File: src/rtl/vec_div_seq_if.sv
`default_nettype none
// ============================================================================
// Module   : vec_div_seq_if
// Brief    : Operand/result bundle between the vector issue logic and the
//            iterative SIMD divider.
// Revision : 1.0 - initial release
// ============================================================================
interface vec_div_seq_if #(
    parameter int LANES = 16,
    parameter int W     = 16
) ();
    logic                 start;
    logic [LANES*W-1:0]   A;
    logic [LANES*W-1:0]   B;
    logic                 busy;
    logic                 done;
    logic [LANES*W-1:0]   Quotient;
    logic [LANES*W-1:0]   Remainder;
    logic [LANES-1:0]     dz_mask;

    modport master (
        output start, A, B,
        input  busy, done, Quotient, Remainder, dz_mask
    );

    modport slave (
        input  start, A, B,
        output busy, done, Quotient, Remainder, dz_mask
    );
endinterface
`default_nettype wire

File: src/rtl/vec_div_seq.sv
`default_nettype none
// ============================================================================
// Module   : vec_div_seq
// Brief    : LANES-wide unsigned restoring divider, one quotient bit per lane
//            per clock, start/done handshake.
// Revision : 1.0 - initial release
// ============================================================================
module vec_div_seq #(
    parameter int LANES = 16,
    parameter int W     = 16
) (
    input  logic         clk,
    input  logic         rst_n,
    vec_div_seq_if.slave bus
);
    localparam int            CW       = $clog2(W + 1);
    localparam logic [CW-1:0] CNT_LOAD = CW'(W);

    typedef enum logic [1:0] {
        S_IDLE = 2'd0,
        S_RUN  = 2'd1,
        S_DONE = 2'd2
    } state_t;

    state_t               state_q, state_d;
    logic [CW-1:0]        cnt_q, cnt_d;
    logic [W-1:0]         dvd_q [LANES];
    logic [W-1:0]         dvd_d [LANES];
    logic [W-1:0]         dvs_q [LANES];
    logic [W-1:0]         dvs_d [LANES];
    logic [W-1:0]         rem_q [LANES];
    logic [W-1:0]         rem_d [LANES];
    logic [W-1:0]         step_dvd [LANES];
    logic [W-1:0]         step_rem [LANES];
    logic [LANES*W-1:0]   quo_q, quo_d;
    logic [LANES*W-1:0]   rmd_q, rmd_d;
    logic [LANES-1:0]     dz_q, dz_d;
    logic                 busy_q, busy_d;
    logic                 done_q, done_d;
    logic                 accept;
    logic                 last_iter;

    assign accept    = bus.start && (state_q != S_RUN);
    assign last_iter = (state_q == S_RUN) && (cnt_q == CW'(1));

    // The dividend register doubles as the quotient register: each step
    // shifts a dividend bit out of the top and a quotient bit into the bottom.
    // The partial remainder never exceeds W bits between steps, so only the
    // freshly shifted candidate needs the extra bit.
    generate
        for (genvar g = 0; g < LANES; g++) begin : g_lane
            logic [W:0] rem_sh;
            logic       fits;
            assign rem_sh      = {rem_q[g], dvd_q[g][W-1]};
            assign fits        = rem_sh >= {1'b0, dvs_q[g]};
            assign step_rem[g] = fits ? (rem_sh[W-1:0] - dvs_q[g]) : rem_sh[W-1:0];
            assign step_dvd[g] = {dvd_q[g][W-2:0], fits};
        end
    endgenerate

    always_comb begin
        state_d = state_q;
        cnt_d   = cnt_q;
        quo_d   = quo_q;
        rmd_d   = rmd_q;
        dz_d    = dz_q;
        for (int i = 0; i < LANES; i++) begin
            dvd_d[i] = dvd_q[i];
            dvs_d[i] = dvs_q[i];
            rem_d[i] = rem_q[i];
        end

        case (state_q)
            S_IDLE: if (bus.start) state_d = S_RUN;
            S_RUN: begin
                cnt_d = cnt_q - CW'(1);
                if (last_iter) state_d = S_DONE;
            end
            S_DONE:  state_d = bus.start ? S_RUN : S_IDLE;
            default: state_d = S_IDLE;
        endcase

        if (accept) cnt_d = CNT_LOAD;

        for (int i = 0; i < LANES; i++) begin
            if (accept) begin
                dvd_d[i] = bus.A[i*W +: W];
                dvs_d[i] = bus.B[i*W +: W];
                rem_d[i] = '0;
            end else if (state_q == S_RUN) begin
                dvd_d[i] = step_dvd[i];
                rem_d[i] = step_rem[i];
            end
            if (last_iter) begin
                quo_d[i*W +: W] = step_dvd[i];
                rmd_d[i*W +: W] = step_rem[i];
                dz_d[i]         = (dvs_q[i] == '0);
            end
        end

        busy_d = (state_d == S_RUN);
        done_d = (state_d == S_DONE);
    end

    always_ff @(posedge clk or negedge rst_n) begin
        if (!rst_n) begin
            state_q <= S_IDLE;
            cnt_q   <= '0;
            quo_q   <= '0;
            rmd_q   <= '0;
            dz_q    <= '0;
            busy_q  <= 1'b0;
            done_q  <= 1'b0;
            for (int i = 0; i < LANES; i++) begin
                dvd_q[i] <= '0;
                dvs_q[i] <= '0;
                rem_q[i] <= '0;
            end
        end else begin
            state_q <= state_d;
            cnt_q   <= cnt_d;
            quo_q   <= quo_d;
            rmd_q   <= rmd_d;
            dz_q    <= dz_d;
            busy_q  <= busy_d;
            done_q  <= done_d;
            for (int i = 0; i < LANES; i++) begin
                dvd_q[i] <= dvd_d[i];
                dvs_q[i] <= dvs_d[i];
                rem_q[i] <= rem_d[i];
            end
        end
    end

    assign bus.busy      = busy_q;
    assign bus.done      = done_q;
    assign bus.Quotient  = quo_q;
    assign bus.Remainder = rmd_q;
    assign bus.dz_mask   = dz_q;
endmodule
`default_nettype wire
File: src/flat_wrapper.sv
// flat-port wrapper written by rule: the top's interface ports become plain ports
module vec_div_seq_flat 
#(
    parameter int LANES = 16,
    parameter int W     = 16
)
  (clk, rst_n, bus_start, bus_A, bus_B, bus_busy, bus_done, bus_Quotient, bus_Remainder, bus_dz_mask);
  vec_div_seq_if #(.LANES(LANES), .W(W)) bus_i ();
  input  logic clk;
  input  logic rst_n;
  input wire logic [$bits(bus_i.start)-1:0] bus_start;
  input wire logic [$bits(bus_i.A)-1:0] bus_A;
  input wire logic [$bits(bus_i.B)-1:0] bus_B;
  output wire logic [$bits(bus_i.busy)-1:0] bus_busy;
  output wire logic [$bits(bus_i.done)-1:0] bus_done;
  output wire logic [$bits(bus_i.Quotient)-1:0] bus_Quotient;
  output wire logic [$bits(bus_i.Remainder)-1:0] bus_Remainder;
  output wire logic [$bits(bus_i.dz_mask)-1:0] bus_dz_mask;
  assign bus_i.start = bus_start;
  assign bus_i.A = bus_A;
  assign bus_i.B = bus_B;
  assign bus_busy = bus_i.busy;
  assign bus_done = bus_i.done;
  assign bus_Quotient = bus_i.Quotient;
  assign bus_Remainder = bus_i.Remainder;
  assign bus_dz_mask = bus_i.dz_mask;
  vec_div_seq #(.LANES(LANES), .W(W)) u_core (.clk(clk), .rst_n(rst_n), .bus(bus_i));
endmodule
File: config.mk
export PLATFORM = sky130hd
export DESIGN_NAME = vec_div_seq_flat
export DESIGN_NICKNAME = d
export VERILOG_FILES = /design/src/rtl/vec_div_seq_if.sv /design/src/rtl/vec_div_seq.sv /design/src/flat_wrapper.sv
export SDC_FILE = /design/constraint.sdc
export NUM_CORES = 2
export LEC_CHECK = 0
export BUFFER_PORTS_ARGS = -buffer_cell sky130_fd_sc_hd__buf_4
export CORE_AREA = 2 2 403 405
export DETAILED_ROUTE_END_ITERATION = 12
export DIE_AREA = 0 0 405 407
export PLACE_DENSITY_LB_ADDON = 0.15
export SETUP_SLACK_MARGIN = 0.3
export SLEW_MARGIN = 10
export SYNTH_ARGS = -nofsm -noshare
export SYNTH_HDL_FRONTEND = slang
export SYNTH_SLANG_ARGS = --single-unit
export TNS_END_PERCENT = 100
File: constraint.sdc
create_clock -name clk -period 2.6 [get_ports clk]
set_input_delay 0.65 -clock clk [delete_from_list [all_inputs] [get_ports clk]]
set_output_delay 0.65 -clock clk [all_outputs]
set_load 0.02 [all_outputs]
Word-level counts from Yosys, hierarchy flattened
Cells that the tools add are included.
Widths: inputs -> output; s select.
{ "word_totals": {"register_bits": 1305, "inputBits": 515, "output_inout_bits": 530, "elab_cells": 200} }
{ "classes": {"addsub": 17, "magnitude_cmp": 16, "eq_ne": 6, "n_mux": 86, "n_reduce_logical": 20} }
{ "op_table": {"columns": ["operator", "count"], "rows": [
  ["$mux 16", 80],
  ["$ge 17x16->1", 16],
  ["$logic_not 16->1", 16],
  ["$sub 16x16->16", 16],
  ["$mux 5", 2],
  ["$pmux 2 s3", 1],
  ["$eq 5x1->1 const B", 1],
  ["$sub 5x1->5 const B", 1],
  ["$eq 2x1->1 const B", 2],
  ["$eq 2x2->1 const B", 2],
  ["$mux 2", 2],
  ["$logic_and 1x1->1", 2],
  ["$logic_not 2->1", 1],
  ["$ne 2x1->1 const B", 1],
  ["$reduce_bool 2->1", 1],
  ["$mux 1", 1]
]} }

Depth between registers and ports, before layout
{ "depth": {"depth_word": 5, "ltp_mapped": 13, "depth_no_buf": 11} }

Worst setup path before layout
Ideal clock, no wire load.
{ "synth_timing": {"kind": "flip-flop to flip-flop", "startpoint": "register u_core.dvs_q[241] in the netlist's numbering", "endpoint": "register u_core.rem_q (netlist bit u_core.g_lane[0].rem_sh[12])", "setup_ns": 0.131, "arrival_ns": 2.573, "required_time_ns": 2.469, "path_slack_ns": -0.104, "stages_incl_launch_ff": 13, "path_buffers": 2, "period_less_slack_ns": 2.704, "cell_sequence": "dfrtp_1 -> inv_1 -> ha_1 -> nor2b_4 -> o31a_1 -> o31a_1 -> or4_4 -> a21oi_2 -> o21ai_1 -> buf_6 -> buf_6 -> mux2i_1 -> o21ai_1"} }
{ "synth_between": {"elab_chain_cells": 4, "word_cells_on_any_way": 5, "cone_classes": "1 x add/sub; 1 x order compare; 3 x mux"} }
{ "synth_lines": {"columns": ["item", "line_no", "source"], "rows": [
  ["from (decl)", "vec_div_seq.sv:29", "logic [W-1:0] dvs_q [LANES];"],
  ["from (signal, indexed assignment)", "vec_div_seq.sv:129", "dvs_q[i] <= dvs_d[i];"],
  ["$sub 16x16->16 / $ge 17x16->1 (equally long branches)", "vec_div_seq.sv:56, vec_div_seq.sv:55", null],
  ["$mux 16 *", "vec_div_seq.sv:56", "assign step_rem[g] = fits ? (rem_sh[W-1:0] - dvs_q[g]) : rem_sh[W-1:0];"],
  ["$mux 16 *", "vec_div_seq.sv:90", "end else if (state_q == S_RUN) begin"],
  ["$mux 16 *", "vec_div_seq.sv:86", "if (accept) begin"],
  ["to (signal, indexed assignment)", "vec_div_seq.sv:130", "rem_q[i] <= rem_d[i];"],
  ["to (decl)", "vec_div_seq.sv:31", "logic [W-1:0] rem_q [LANES];"]
]} }
Every way passes the cells marked *; elsewhere a longest branch is shown, timed or not. The select of a mux whose other input is x is not followed.
A chain may end at the register's enable or synchronous reset.

Final worst setup path
{ "layout_timing": {"startpoint": "register u_core.rem_q (netlist bit u_core.g_lane[0].rem_sh[1])", "endpoint": "register u_core.rmd_q[1], in the netlist u_core.bus.Remainder[1]"} }
{ "layout_between": {"elab_chain_cells": 2, "word_cells_on_any_way": 3, "cone_classes": "1 x add/sub; 1 x order compare; 1 x mux"} }
{ "layout_lines": {"columns": ["item", "line_no", "source"], "rows": [
  ["$sub 16x16->16 / $ge 17x16->1 (equally long branches)", "vec_div_seq.sv:56, vec_div_seq.sv:55", null],
  ["$mux 16 *", "vec_div_seq.sv:56", null],
  ["to (signal assigned)", "vec_div_seq.sv:123", "rmd_q <= rmd_d;"],
  ["to (decl)", "vec_div_seq.sv:36", "logic [LANES*W-1:0] rmd_q, rmd_d;"]
]} }
Every way passes the cells marked *; elsewhere a longest branch is shown, timed or not.

==> metrics.txt <==
outcome=complete, but fails checks; failing checks=negative setup slack; ys async rst share=100%; initial antenna violation count=20; synth warn=0; Die Wd=405 um; CTS H-tree lvls=4; CP Cell Sequence=ha_1 -> nor2b_4 -> o31a_1 -> o31a_1 -> or4_4 -> a21oi_4 -> buf_4 -> o21ai_4 -> mux2i_1 -> mux2_2; largest stage delay on the critical path=520 ps; Tcrit/Tclk final=111%; Total Routed Length=247,000 um; post-synthesis simple-gate area fraction=14.1%; CTS tree=done; Mapped Nets=7,629; vias=57.7k; root buf cell=clkbuf_16; compound-cell area share of the yosys netlist=13.2%; IO buf count=1,044; Crit-path slowest cell=or4_4; drt first pass iters=5; Hold EP=u_core.dvs_q[201]; largest family of logic cells by synthesized area=simple AND/OR/NAND/NOR gates; DRC violations left=0; DR iter-0 viols=3,844; Worst Setup End Kind=flip-flop; Req. time, crit path=3260 ps; all-layer global routing usage=28.9%; Worst path most repeated cell=o31a_1; synth unique cells=85; area added between synthesis and finish=43.5%; routed len/inst=22.8 um; critical path depth in cells=10; DP HPWL=180,000 um; commonest non-fill, non-tap cells in the layout=buf_4, nand2_1, dfrtp_1; Vias/cell=5.34; mapped cell area=0.0657 mm2; Critical Path AT=3540 ps; hold depth=2; pin count of the biggest net entering global routing=135; Adder-Cell Fraction of Synth Area=5.40%; fmax=347 MHz; Setup Slack @ Placement=-315 ps; commonest non-fill, non-tap cell in the layout=buf_4; Setup-failing EPs final=137; Hold Fails Final Rpt=0; Synth Flop Type=dfrtp_1; gpl congestion=0.909; number of nets still failing antenna checks after routing=0; Worst slew margin=23.0%; Slew Limit Fails=0; Post-synth EDFFs=0; final worst slack=-283 ps; grt ovf=0; Clock transition at path regs=70 ps; worst hold path startpoint=bus_B[57]; I/O pin cnt=1,045; Syn Area/Cell=9.60 um2; Critical R2R Capture=u_core.bus.Remainder[1]; Syn Inst Count=6,840; Clk Latency, worst-skew pair=810 ps; worst slew pin tran=1160 ps; Num CTS Buffers=148; post-synthesis mux area share=11.4%; r2r setup slk=-280 ps; Post-layout nets=9,321; core area=0.160 mm2; Initial Util=41.0%; Worst Setup Start Kind=flip-flop; # clock sinks=1,305; die area=0.165 mm2; Seq/Total Area, Yosys=49.7%; Die Y=407 um; Placed Cells=10.3k; row count=147; Max Cap Violations=0; critical path class=reg2reg; final non-filler cell total=10.8k; flops & latches, synth=1,305; r2r startpoint=u_core.g_lane[0].rem_sh[1]; Critical path buffers and inverters=1; RSZ-0062 raised after global routing=true; reg2reg path depth=10; min Tclk post-route=2880 ps; clock skew=43.9 ps; first-pass GRT wire length=362,000 um; Hold Path Class=in2reg; CP Max Fanout=4; XOR/XNOR Fraction of Synth Area=2.13%; share of layout cells above drive strength 1=37.8%; vias in the first global route=57.5k; delay-heaviest family, CP=compound AO/OA/AOI/OAI gates; clk buf depth=3
==> state kept, by name (all words and copies together), names as in the netlist <==
signal,flops
u_core.bus.Quotient,256
u_core.dvs_q,256
u_core.state_q,2
u_core.cnt_q,5
u_core.g_lane.rem_sh,256
u_core.bus.done,1
u_core.bus.Remainder,256
u_core.dvd_q,256
u_core.bus.dz_mask,16
u_core.bus.busy,1
==> Yosys cell counts (10+ instances only) <==
cell type / instances / area share (%)
buf_1: 20 / 0.11
or3_1: 24 / 0.23
a211oi_1: 23 / 0.26
nor4_1: 72 / 0.69
nor2_1: 207 / 1.2
xnor2_1: 118 / 1.6
o22ai_1: 10 / 0.095
a211o_1: 11 / 0.15
a221oi_1: 13 / 0.17
a21o_1: 38 / 0.43
o21a_1: 60 / 0.69
nor2b_1: 62 / 0.59
a31oi_1: 24 / 0.23
o31a_1: 30 / 0.40
mux2_2: 290 / 5.0
o31ai_1: 17 / 0.19
xor2_1: 42 / 0.56
nand2_1: 1604 / 9.2
o2111ai_1: 14 / 0.19
o211ai_1: 20 / 0.23
or2_2: 10 / 0.095
buf_2: 34 / 0.26
inv_1: 329 / 1.9
ha_1: 258 / 4.9
nand4_1: 45 / 0.43
clkbuf_1: 278 / 1.6
a21boi_0: 16 / 0.18
a22o_1: 29 / 0.39
mux2i_1: 421 / 6.4
nor3_1: 63 / 0.48
nand3_1: 79 / 0.60
o21ai_0: 852 / 6.5
o21ai_1: 20 / 0.15
dfrtp_1: 1305 / 50
fa_1: 16 / 0.49
and3_1: 16 / 0.15
nand2b_1: 19 / 0.18
a21oi_1: 220 / 1.7
a31o_2: 10 / 0.13
==> stage by stage <==
step / cell area, um2 / utilization (%) / TNS [ps] / hold slack, ps
after floorplan: 66600 / - / -1800 / 354
after global placement: 81000 / 50.5 / -19520 / 459
after detailed placement: 81000 / 50.5 / -24480 / 463
after CTS: 90200 / 56.3 / -11940 / 0.638
after global routing: 94200 / 58.8 / -34590 / 22.7
final: 94200 / 58.8 / -12690 / 75.9
==> cell families after synthesis <==
group,after synthesis
buffers and inverters,673
xor gates and xnor gates,160
AOI/OAI and AO/OA,1486
and+or+nand+nor,2229
DFF,1305
muxes,713
adders and majority gates,274
==> worst max path at each step <==
stage	start	endpoint	slack, ps
global placement	u_core.dvd_q[111]	u_core.g_lane[9].rem_sh[13]	-310
finish	u_core.g_lane[0].rem_sh[1]	u_core.bus.Remainder[1]	-280
global route	u_core.g_lane[0].rem_sh[1]	u_core.bus.Remainder[1]	-340
floorplan	u_core.dvs_q[241]	u_core.g_lane[0].rem_sh[12]	-100
detailed placement	u_core.g_lane[0].rem_sh[1]	u_core.g_lane[0].rem_sh[10]	-310
CTS	u_core.g_lane[0].rem_sh[1]	u_core.bus.Remainder[1]	-250
==> metal layers <==
layer | up-vias | track usage [%] | share of wire [%]
li1 | 27010 | - | -
met1 | 28681 | 36.9 | 41
met2 | 1567 | 47.1 | 48
met3 | 459 | 5.45 | 5.5
met4 | 20 | 14.3 | 5.4
met5 | - | 0 | 0.050
==> layout make-up <==
class,count,area (um2)
flip-flops and latches,1305,32700
well taps,2160,2700
clock buffers,207,4270
diodes,12,30.0
inverters,330,1260
fillers,13641,66000
multi-input cells,4863,36600
repair buffers,1884,16100
clock inverters,47,529
==> what timing repair did <==
action | 4_1_cts | 5_1_grt
pin swaps | 154 | 178
gates resized for setup | 673 | 777
hold buffers | 4 | 0
setup buffers | 140 | 89
endpoints found under the hold margin | 21 | 0
cloned | 17 | 3
setup endpoints to repair | 607 | 753
Power is left out: the tool's default activity adds up to more than one toggle a clock period on the data nets, which glitch-free logic cannot reach.
